File: src/rtl/fetch_stage.sv
// fetch_stage: instruction fetch with PC, req/ack memory handshake, skid buffer, stall and branch redirect
// Ports:
//   CLK, RESET            clock, asynchronous active-high reset
//   stall_enable          downstream stall; OUT is not consumed while high
//   BRANCH_TAKEN/TARGET   single-cycle redirect pulse and its target (low bits ignored)
//   IMEM_REQ/ADDR         registered word request to instruction memory
//   IMEM_ACK/DATA         memory response, valid only while IMEM_REQ is high
//   INSTR_OUT/COUNTER_OUT fetched instruction and its address, zero when bubble
//   FETCH_VALID           INSTR_OUT/COUNTER_OUT carry a real instruction
module fetch_stage #(
    parameter logic [31:0] RESET_PC = 32'h0000_0000
) (
    input  logic        CLK,
    input  logic        RESET,
    input  logic        stall_enable,
    input  logic        BRANCH_TAKEN,
    input  logic [31:0] BRANCH_TARGET,
    output logic        IMEM_REQ,
    output logic [31:0] IMEM_ADDR,
    input  logic        IMEM_ACK,
    input  logic [31:0] IMEM_DATA,
    output logic [31:0] INSTR_OUT,
    output logic [31:0] COUNTER_OUT,
    output logic        FETCH_VALID
);
    typedef enum logic [1:0] {FETCH, HOLD, DRAIN} state_t;
    state_t      state;
    logic [31:0] pc, pc_inc, target, skid_instr, skid_pc, rdr;
    logic        ack_ok, loadable;
    // ACK only counts against an outstanding request
    assign ack_ok   = IMEM_REQ && IMEM_ACK;
    assign loadable = !FETCH_VALID || !stall_enable;
    assign pc_inc   = pc + 32'd4;
    assign target   = {BRANCH_TARGET[31:2], 2'b00};
    always_ff @(posedge CLK or posedge RESET) begin
        if (RESET) begin
            state       <= FETCH;
            pc          <= RESET_PC;
            IMEM_REQ    <= 1'b0;
            IMEM_ADDR   <= RESET_PC;
            INSTR_OUT   <= 32'h0;
            COUNTER_OUT <= 32'h0;
            FETCH_VALID <= 1'b0;
            skid_instr  <= 32'h0;
            skid_pc     <= 32'h0;
            rdr         <= 32'h0;
        end else if (BRANCH_TAKEN) begin
            FETCH_VALID <= 1'b0;
            INSTR_OUT   <= 32'h0;
            COUNTER_OUT <= 32'h0;
            case (state)
                FETCH: begin
                    // a pending request cannot be abandoned, so wait it out in DRAIN
                    if (ack_ok || !IMEM_REQ) begin
                        pc        <= target;
                        IMEM_REQ  <= 1'b1;
                        IMEM_ADDR <= target;
                    end else begin
                        rdr   <= target;
                        state <= DRAIN;
                    end
                end
                HOLD: begin
                    pc        <= target;
                    IMEM_REQ  <= 1'b1;
                    IMEM_ADDR <= target;
                    state     <= FETCH;
                end
                default: begin
                    rdr <= target;
                    if (ack_ok) begin
                        pc        <= target;
                        IMEM_ADDR <= target;
                        state     <= FETCH;
                    end
                end
            endcase
        end else begin
            case (state)
                FETCH: begin
                    IMEM_REQ <= 1'b1;
                    if (ack_ok) begin
                        pc        <= pc_inc;
                        IMEM_ADDR <= pc_inc;
                        if (loadable) begin
                            FETCH_VALID <= 1'b1;
                            INSTR_OUT   <= IMEM_DATA;
                            COUNTER_OUT <= pc;
                        end else begin
                            skid_instr <= IMEM_DATA;
                            skid_pc    <= pc;
                            IMEM_REQ   <= 1'b0;
                            state      <= HOLD;
                        end
                    end else begin
                        IMEM_ADDR <= pc;
                        // consumed with nothing to replace it: present a bubble
                        if (!stall_enable) begin
                            FETCH_VALID <= 1'b0;
                            INSTR_OUT   <= 32'h0;
                            COUNTER_OUT <= 32'h0;
                        end
                    end
                end
                HOLD: begin
                    // the request is reissued on the same edge the skid drains, so streaming has no gap
                    if (loadable) begin
                        FETCH_VALID <= 1'b1;
                        INSTR_OUT   <= skid_instr;
                        COUNTER_OUT <= skid_pc;
                        IMEM_REQ    <= 1'b1;
                        IMEM_ADDR   <= pc;
                        state       <= FETCH;
                    end
                end
                default: begin
                    if (ack_ok) begin
                        pc        <= rdr;
                        IMEM_ADDR <= rdr;
                        state     <= FETCH;
                    end
                end
            endcase
        end
    end
endmodule

File: config.mk
export PLATFORM = sky130hd
export DESIGN_NAME = fetch_stage
export DESIGN_NICKNAME = d
export VERILOG_FILES = /design/src/rtl/fetch_stage.sv
export SDC_FILE = /design/constraint.sdc
export NUM_CORES = 1
export LEC_CHECK = 0
export ABC_AREA = 1
export CELL_PAD_IN_SITES_DETAIL_PLACEMENT = 0
export CELL_PAD_IN_SITES_GLOBAL_PLACEMENT = 1
export CORE_MARGIN = 3
export CORE_UTILIZATION = 43
export CTS_CLUSTER_DIAMETER = 60
export DETAILED_ROUTE_END_ITERATION = 7
export GPL_ROUTABILITY_DRIVEN = 0
export PLACE_DENSITY_LB_ADDON = 0.08
export SLEW_MARGIN = 0
export SYNTH_ARGS = -nofsm -noshare
export SYNTH_HDL_FRONTEND = slang
export SYNTH_SLANG_ARGS = --single-unit
File: constraint.sdc
create_clock -name CLK -period 11.8 [get_ports CLK]
set_input_delay 1.77 -clock CLK [delete_from_list [all_inputs] [get_ports CLK]]
set_output_delay 1.77 -clock CLK [all_outputs]
set_load 0.05 [all_outputs]
==> flow_summary_export.csv <==
group,metric,value,unit
status,status,"finished clean",
global_routing,antenna_found_initial,0,
finish,layout-drive-gt1-share,4.93,%
cts,cts_setup_buffers,0,
flow_run,drv_cap,0,
floorplan,io_pins,167,
yosys,synth.avg_cell_area,7.46,sq um
yosys,ys_seq_elements,220,
finish,nets,1713,
sta,setup_ws,6.02,ns
routing,drtAntennaViolNets,0,
routing,wirelength,32100,microns
sta,rsz0062_at_grt,"false",
routing,drtPass1Iterations,5,
cts,postCtsHoldBufs,0,
place,dp_cells,1943,
yosys,seq_area_frac_synth,48.3,%
global_routing,grt_pass1_wl,53100,microns
place,post_dp_cell_area,13100,sq um
worst_setup_path,endpoint_kind,"flop",
sta,worst_pin_slew,1.25,ns
worst_setup_path,cp_top_family,"buffers and inverters",
finish,num_antenna_cells,0,
floorplan,rows,58,
routing,via_per_inst,5.12,
yosys,ys_top_cells_by_count,"nand2_1, dfrtp_1, inv_1, nor2_1, nand3_1",
min_path,hold_class,"reg -> reg",
cts,cts_resized,0,
worst_setup_path,arrival,6.21,ns
cts,cts_tree,"done",
cts,cts_sinks,220,
routing,drc,0,
cts,root_buffer,"clkbuf_16",
yosys,netlist_area,11400,sq um
pwr,p_per_area,276,nW/um^2
worst_setup_path,cp-start-kind,"input port",
finish,post-route-cell-area,14000,sq um
finish,fin_cells,1992,
sta,fin_skew,0.0100,ns
worst_setup_path,cpMostUsedCell,"buf_4",
floorplan,core,25600,sq um
sta,final-hold-violation-count,0,
cts,clkLatencyLatePin,0.52,ns
place,hpwl,20500,microns
place,pre_cts_ws,5.44,ns
floorplan,die-area,28500,sq um
yosys,yosysUniqueCellTypes,33,
cts,htreeDepth,1,
sta,finalCriticalPeriod,5.78,ns
yosys,netlist.area_leader.share,48.3,%
routing,routedWlPerCell,16.1,microns
pwr,ir_drop,0.161,mV
worst_setup_path,crit_buf_inv,5,
routing,drtIter0Drc,1044,
yosys,synth_edf_count,0,
yosys,yosys-top-cells-area,"dfrtp_1, nand2_1, inv_1",
floorplan,die_x,169,microns
place,io_buffer_count,164,
cts,max-clock-path-buffers,3,
pwr,p_leak,6.52,nW
sta,setup_violations,0,
floorplan,chipHeight,169,microns
global_routing,grt_pass1_vias,9752,
worst_setup_path,critPathSlowestCell,"nor3_4",
global_routing,track_usage,22.6,%
global_routing,grt.overflow.total,0,
cts,clk_pin_slew,0.06,ns
sta,max_freq,173,MHz
sta,fin_crit_sh,48.9,%
routing,vias,10194,
sta,slew_violations,0,
yosys,synthFlopType,"dfrtp_1",
worst_setup_path,slowest_delay,1.08,ns
yosys,synth_most_common_cell,"nand2_1",
floorplan,start_util,44.5,%
worst_setup_path,required,12.23,ns
worst_setup_path,critPathMaxFanout,91,
worst_setup_path,critical_path.cell_chain,"buf_2 > buf_4 > clkinv_2 > nand3_2 > nor3_4 > buf_4 > nor3_4 > buf_4 > nand3_1 > o21ai_0",
worst_setup_path,crit_type,"in -> reg",
finish,synthToLayoutAreaGrowth,23.1,%
global_routing,grt_start_max_net_pins,118,
yosys,netlist_instances,1527,
yosys,ys.warnings.count,0,
sta,tns,0,ns
yosys,synth_top_area_cell,"dfrtp_1",
yosys,synth_nets,1598,
yosys,async_flop_share,100,%
cts,cts-buffers-inserted,27,
sta,max_slew_margin,16.4,%
==> worst register-to-register path, delay by kind of cell, from the launching register on <==
family	cells	cell delay, ns
AND/OR/NAND/NOR	4	1.65
flip-flops	1	0.32
AO/OA/AOI/OAI	1	0.12
buffers and inverters	4	1.85
==> through the flow <==
stage	hold WS (ns)	total power [mW]	utilization [%]
2_1_floorplan	0.454	2.48	-
3_3_place_gp	0.472	3.00	51.2
3_5_place_dp	0.478	3.02	51.2
4_1_cts	0.494	3.89	54.7
5_1_grt	0.520	4.16	54.7
6_report	0.491	3.87	54.7
==> worst paths after layout <==
check,startpoint,to,slack [ns],cells after the start
worst max-delay path,BRANCH_TAKEN,COUNTER_OUT[24],6.02,10
worst min-delay path,skid_pc[2],skid_pc[2],0.49,2
worst max register to register,state[1],COUNTER_OUT[24],7.76,9
worst min register to register,skid_pc[2],skid_pc[2],0.49,2
max in group asynchronous,RESET,INSTR_OUT[13],8.65,3
min in group asynchronous,RESET,IMEM_ADDR[1],1.76,2
==> layout by cell type (no fill, tap or decap), drive strengths merged, types with 30 or more instances in the layout <==
cell type / Yosys / routed
nand2: 318 / 318
o21ai: 194 / 194
inv: 224 / 224
clkdlybuf4s50: 0 / 163
a21oi: 95 / 95
nor2: 173 / 173
nand3: 136 / 136
clkbuf: 48 / 37
dfrtp: 220 / 220
o22ai: 30 / 30
==> cell type report <==
| class | instances | area [sq um] |
|---|---|---|
| Fill cell | 2489 | 11600 |
| Multi-Input combinational cell | 992 | 4600 |
| Inverter | 224 | 852 |
| Tap cell | 330 | 413 |
| Sequential cell | 220 | 5510 |
| Clock buffer | 37 | 763 |
| Clock inverter | 12 | 150 |
| Timing Repair Buffer | 177 | 1730 |
==> cells by family (layout without fill, tap and decap cells) <==
| family | count (synthesis) | after routing | synth area share (%) |
|---|---|---|---|
| AO/OA/AOI/OAI | 343 | 343 | 15.8 |
| AND/OR/NAND/NOR | 634 | 634 | 23.0 |
| adder cells (fa/ha/maj) | 2 | 2 | 0.220 |
| flip-flops | 220 | 220 | 48.3 |
| buffers and inverters | 315 | 450 | 11.3 |
| multiplexers | 13 | 13 | 1.29 |
==> state kept, by name, summed over array words and instances, names as in the netlist <==
signal	flops
IMEM_REQ	1
skid_instr	32
pc	30
INSTR_OUT	32
state	2
IMEM_ADDR	31
skid_pc	30
COUNTER_OUT	31
rdr	30
FETCH_VALID	1
==> report_power, final <==
group          switching (mW)  total [mW]  leakage [nW]  internal (mW)
clock                   0.327       0.845         0.442          0.518
combinational            1.19        1.74          3.42          0.544
sequential              0.229        1.29          2.66           1.06
==> metal layers <==
| metal | vias to the layer above | share of wire (%) | global-route usage [%] |
|---|---|---|---|
| li1 | 5123 | - | - |
| met4 | 0 | 1.2 | 3.84 |
| met1 | 4733 | 51 | 35.7 |
| met5 | - | 0 | 0 |
| met2 | 310 | 42 | 33.8 |
| met3 | 28 | 6.1 | 2.85 |
(Power assumes the default switching activity.)
